===== src/rtl/hazard_scoreboard_pkg.sv =====
// Shared pipeline definitions used by the hazard and forwarding blocks.
package hazard_scoreboard_pkg;

    localparam int unsigned AW       = 5;
    localparam int unsigned NREG     = 32;
    localparam int unsigned LOAD_LAT = 1;
    localparam int unsigned MAX_INFL = 3;
    localparam int unsigned CW       = 2;

    typedef logic [AW-1:0] reg_idx_t;
    typedef logic [CW-1:0] cnt_t;

    // Register 0 is hardwired zero and never carries a dependency.
    function automatic logic is_tracked(input reg_idx_t idx);
        return idx != '0;
    endfunction

endpackage


===== src/rtl/hazard_scoreboard_sb_entry.sv =====
// One architectural register's in-flight writer count and forwarding countdown.
module hazard_scoreboard_sb_entry
    import hazard_scoreboard_pkg::*;
#(
    parameter int unsigned LoadLat = LOAD_LAT
) (
    input  logic clk,
    input  logic rst_n,
    input  logic flush,
    input  logic issue,
    input  logic issue_load,
    input  logic retire,
    output cnt_t infl,
    output cnt_t rdy_cnt
);

    cnt_t infl_q, infl_d;
    cnt_t rdy_q, rdy_d;
    logic retire_eff;

    // A writeback to an idle register is ignored so the count never underflows.
    assign retire_eff = retire & (infl_q != '0);

    // Next-state: issue/retire bookkeeping, countdown, flush wins over everything.
    always_comb begin
        infl_d = infl_q;
        rdy_d  = (rdy_q != '0) ? rdy_q - cnt_t'(1) : rdy_q;
        if (flush) begin
            infl_d = '0;
            rdy_d  = '0;
        end else begin
            if (issue && !retire_eff) begin
                infl_d = infl_q + cnt_t'(1);
            end else if (!issue && retire_eff) begin
                infl_d = infl_q - cnt_t'(1);
                if (infl_q == cnt_t'(1)) begin
                    rdy_d = '0;
                end
            end
            // The youngest writer owns the countdown.
            if (issue) begin
                rdy_d = issue_load ? cnt_t'(LoadLat) : '0;
            end
        end
    end

    // State register with asynchronous clear.
    always_ff @(posedge clk or negedge rst_n) begin
        if (!rst_n) begin
            infl_q <= '0;
            rdy_q  <= '0;
        end else begin
            infl_q <= infl_d;
            rdy_q  <= rdy_d;
        end
    end

    assign infl    = infl_q;
    assign rdy_cnt = rdy_q;

endmodule


===== src/rtl/hazard_scoreboard.sv =====
// Register-pending scoreboard: tracks in-flight destinations and stalls ID on
// unforwardable source operands or per-register writer overflow.
module hazard_scoreboard
    import hazard_scoreboard_pkg::*;
(
    input  logic            clk,
    input  logic            rst_n,
    input  logic            id_valid,
    input  logic [AW-1:0]   id_rs1,
    input  logic [AW-1:0]   id_rs2,
    input  logic            id_rs1_used,
    input  logic            id_rs2_used,
    input  logic [AW-1:0]   id_rd,
    input  logic            id_we,
    input  logic            id_is_load,
    input  logic            wb_valid,
    input  logic [AW-1:0]   wb_rd,
    input  logic            flush,
    output logic            stall,
    output logic            id_fire,
    output logic [NREG-1:0] pending
);

    cnt_t infl    [NREG];
    cnt_t rdy_cnt [NREG];
    logic haz_rs1, haz_rs2, haz_ovf;

    assign infl[0]    = '0;
    assign rdy_cnt[0] = '0;

    for (genvar r = 1; r < NREG; r++) begin : g_entry
        logic issue_r, retire_r;
        assign issue_r  = id_fire & id_we & (id_rd == reg_idx_t'(r));
        assign retire_r = wb_valid & (wb_rd == reg_idx_t'(r));

        hazard_scoreboard_sb_entry #(
            .LoadLat (LOAD_LAT)
        ) u_sb_entry (
            .clk        (clk),
            .rst_n      (rst_n),
            .flush      (flush),
            .issue      (issue_r),
            .issue_load (id_is_load),
            .retire     (retire_r),
            .infl       (infl[r]),
            .rdy_cnt    (rdy_cnt[r])
        );
    end

    // Pending flags straight from the writer counts.
    always_comb begin
        pending = '0;
        for (int r = 0; r < NREG; r++) begin
            pending[r] = (infl[r] != '0);
        end
    end

    // Source and overflow hazards; a same-cycle WB to id_rd frees a slot.
    always_comb begin
        haz_rs1 = id_rs1_used & is_tracked(id_rs1) & pending[id_rs1] &
                  (rdy_cnt[id_rs1] != '0);
        haz_rs2 = id_rs2_used & is_tracked(id_rs2) & pending[id_rs2] &
                  (rdy_cnt[id_rs2] != '0);
        haz_ovf = id_we & is_tracked(id_rd) & (infl[id_rd] == cnt_t'(MAX_INFL)) &
                  ~(wb_valid & (wb_rd == id_rd));
        stall   = id_valid & (haz_rs1 | haz_rs2 | haz_ovf);
    end

    assign id_fire = id_valid & ~stall;

endmodule


===== config.mk =====
export PLATFORM = sky130hd
export DESIGN_NAME = hazard_scoreboard
export DESIGN_NICKNAME = d
export VERILOG_FILES = /design/src/rtl/hazard_scoreboard_pkg.sv /design/src/rtl/hazard_scoreboard_sb_entry.sv /design/src/rtl/hazard_scoreboard.sv
export SDC_FILE = /design/constraint.sdc
export NUM_CORES = 1
export LEC_CHECK = 0
export CAP_MARGIN = 20
export CORE_UTILIZATION = 50
export CTS_CLUSTER_SIZE = 20
export DETAILED_ROUTE_END_ITERATION = 10
export PLACE_DENSITY = 0.69
export SETUP_SLACK_MARGIN = 0.02
export SYNTH_ARGS = -nofsm -noshare
export SYNTH_HDL_FRONTEND = slang
export SYNTH_HIERARCHICAL = 1
export SYNTH_SLANG_ARGS = --single-unit

===== constraint.sdc =====
create_clock -name clk -period 10.1 [get_ports clk]
set_clock_uncertainty 0.2 [all_clocks]
set_input_delay 2.02 -clock clk [delete_from_list [all_inputs] [get_ports clk]]
set_output_delay 2.02 -clock clk [all_outputs]
set_load 0.02 [all_outputs]

==> results_dict.tcl <==
set metrics [dict create \
    fp.dieH_um 144 \
    critPathArrivalTime_ps 5600 \
    area_growth_pct 13.3 \
    critPathSlowestCell "clkdlybuf4s50_1" \
    multi_input_area_um2 6460 \
    yosysMostFrequentCell "dfrtp_1" \
    syn_area_per_cell_um2 9.39 \
    initial_utilization_pct 51.5 \
    first_pass_iters 5 \
    die_w_um 144 \
    syn_area_um2 10100 \
    crit_fanout 22 \
    register_area_um2 3100 \
    via_count 8201 \
    min-delay-start "g_entry[4].u_sb_entry/rdy_cnt[0]$_DFF_PN0_" \
    ctsResizeCount 0 \
    hpwl_um 18900 \
    p_leak_nw 4.29 \
    startpoint_type "input port" \
    synth_area_leaders "dfrtp_1 31%, ha_1 7.7%, xnor3_1 6.0%" \
    worstRegToRegCells 9 \
    place_congestion 0.923 \
    cts_root_buf "clkbuf_16" \
    grt_antenna_before_repair 0 \
    path_cells "clkdlybuf4s50_1 > mux4_2 > nand2_1 > o21ai_1 > o2111a_1 > a311o_2 > nor4b_1 > clkdlybuf4s50_1" \
    ys.flop_type "dfrtp_1" \
    worst_slew_pin_slew_ps 1100 \
    min_period_ps 7820 \
    r2r_start "g_entry[13].u_sb_entry/infl[0]$_DFFE_PN0P_" \
    powerDensity_nw_per_um2 101 \
    worst_slack_ps 2280 \
    hold_buffers 0 \
    drcViolationCount 0 \
    drt_iter0_drc 567 \
    diodes 0 \
    hp-class "register to register" \
    synthDistinctLibCells 63 \
    cts_sinks 124 \
    critical_path_buf_inv_count 2 \
    min_to "g_entry[4].u_sb_entry/rdy_cnt[0]$_DFF_PN0_" \
    dp_worst_setup_slack_ps 2390 \
    crit_required_ps 7880 \
    viasPerCell 5.81 \
    min_period_over_period_pct 77.4 \
    ant_nets 0 \
    fp.coreArea_um2 19700 \
    rows 51 \
    nNetsFinal 1227 \
    status "finished, final reports clean" \
    hold_slack_ps 276 \
    min_path_cells 1 \
    grt_pass1_wl_um 41900 \
    drt_wl_total_um 26300 \
    n_fill_cell 1782 \
    finalSetupTns_ps 0 \
    clock_latency_ps 420 \
    crit_family "buffers and inverters" \
    synth_cells 1079 \
    grt_overflow_total 0 \
    synth_edf_count 0 \
    grt_pass1_vias 7805 \
    grtUsageTotal_pct 26.7 \
    htreeDepth 4 \
    hold_viol 0 \
    synth_top_area_share_pct 30.6 \
    port_buffers 61 \
    clk_pin_slew_ps 60 \
    drv_slew 0 \
    grt_start_max_net_pins 77 \
    setup_viol 0 \
    yosys-top-cells-count "124 x dfrtp_1, 105 x inv_1, 98 x nor2_1" \
    instances_no_fill 1411 \
    dieArea_um2 20800 \
    r2r_setup_slack_ps 6150 \
    yosysTopAreaCell "dfrtp_1" \
    cts_tree "done" \
    max_stage_delay_ps 1060 \
    io_pins 63 \
    endpoint_kind "primary output" \
    wl_per_cell_um 18.6 \
    synth.net_count 1170 \
    irDropWorstVdd_v 0.0000903 \
    yosysWarnings 6 \
    clockBufferDepth 2 \
    ys_async_sr_fraction_pct 100 \
    r2r_end "g_entry[26].u_sb_entry/infl[0]$_DFFE_PN0P_" \
    fmax_mhz 128 \
    rsz0062_at_grt "false" \
    post-cts-setup-buffer-count 0 \
    layout-drive-gt1-share_pct 13.2 \
    cts_inserted_buffers 17 \
    crit_type "input port to primary output" \
    relSlewSlack_pct 26.0 \
    crit_top_cell "clkdlybuf4s50_1" \
    synth_seq_cells 124 \
    yosysSeqAreaShare_pct 30.6 \
    drv_cap 0 \
    place_inst 1381 \
]
worst register-to-register path, cell delays in order (launching register included):
cell,delay (ps)
dfrtp_1,470
o22a_1,300
mux4_2,460
o221ai_1,200
nor3b_1,70
o31a_2,340
buf_4,290
nor4_1,910
xnor3_1,550
nor2_1,90
metrics by stage:
stage | util [%] | instance area, µm² | total power [W]
5_1_grt | 58.4 | 11500 | 0.00121
4_1_cts | 58.4 | 11500 | 0.00118
6_report | 58.4 | 11500 | 0.00116
3_3_place_gp | 55.7 | 10900 | 0.000616
3_5_place_dp | 55.7 | 10900 | 0.000617
2_1_floorplan | - | 10100 | 0.000567
report_power, final:
| group | switching (W) | internal [W] | leakage (nW) | total (W) |
|---|---|---|---|---|
| logic | 0.0000736 | 0.0000359 | 2.30 | 0.000109 |
| registers | 0.00000194 | 0.000498 | 1.73 | 0.000500 |
| clock network | 0.000221 | 0.000333 | 0.256 | 0.000554 |
final cells by class:
cell class                      count  area share (%)
Multi-Input combinational cell    819            56.3
Sequential cell                   124            27.0
Timing Repair Buffer               69            5.78
Clock buffer                       22            4.22
Inverter                          105            3.43
Tap cell                          265            2.89
Clock inverter                      7           0.371
sequential cells by signal (all words and copies together) (netlist names):
name and flops:
g_entry.u_sb_entry/rdy_cnt 62, g_entry.u_sb_entry/infl 62
placed cells by master, fill, tap and decap left out, types with 4 or more instances in the layout:
| cell | instances |
|---|---|
| a211o_1 | 27 |
| a21o_1 | 27 |
| a21oi_1 | 28 |
| and2_1 | 32 |
| buf_4 | 9 |
| clkbuf_16 | 17 |
| clkbuf_8 | 4 |
| clkdlybuf4s50_1 | 59 |
| clkinv_2 | 4 |
| dfrtp_1 | 124 |
| ha_1 | 62 |
| inv_1 | 105 |
| mux2i_1 | 12 |
| mux4_2 | 9 |
| nand2_1 | 76 |
| nand2b_1 | 42 |
| nand3_1 | 13 |
| nand3b_1 | 28 |
| nand4_1 | 4 |
| nor2_1 | 98 |
| nor2b_1 | 7 |
| nor2b_4 | 28 |
| nor3_1 | 13 |
| nor3b_1 | 31 |
| nor4_2 | 30 |
| o2111ai_1 | 8 |
| o211ai_1 | 14 |
| o21ai_0 | 13 |
| o21ai_1 | 28 |
| o221ai_1 | 18 |
| o22a_1 | 4 |
| o22ai_1 | 27 |
| o31ai_1 | 27 |
| or2_2 | 33 |
| xnor2_1 | 7 |
| xnor3_1 | 27 |
| xor2_1 | 5 |
worst max-delay path by stage:
stage	startpoint	to	slack, ps	cells after the start
after floorplan	id_rd[1]	id_fire	3730	8
after global placement	id_rs1[0]	id_fire	2430	9
after detailed placement	id_rd[0]	id_fire	2390	8
after CTS	id_rd[0]	id_fire	2380	8
after global routing	id_rd[0]	id_fire	2180	8
final	id_rd[0]	id_fire	2280	8
per-layer routing:
metal  GRT usage [%]  wire [µm]  vias to the layer above
li1                -          -                     3948
met3            4.90       1020                       54
met2            43.1      12400                      201
met1            34.9      11900                     3998
met4            12.0        987                        0
met5               0          0                        -
logic make-up (layout without fill, tap and decap cells):
logic type / after synthesis / in the layout / share of synthesized area (%)
other cells: 1 / 1 / 0.0370
mux: 26 / 26 / 3.78
buf+inv: 136 / 203 / 5.79
flops: 124 / 124 / 30.6
compound gates: 242 / 242 / 17.0
xor+xnor: 39 / 39 / 7.04
simple gates: 449 / 449 / 28.1
fa+ha+maj: 62 / 62 / 7.66
(Power assumes the default switching activity.)
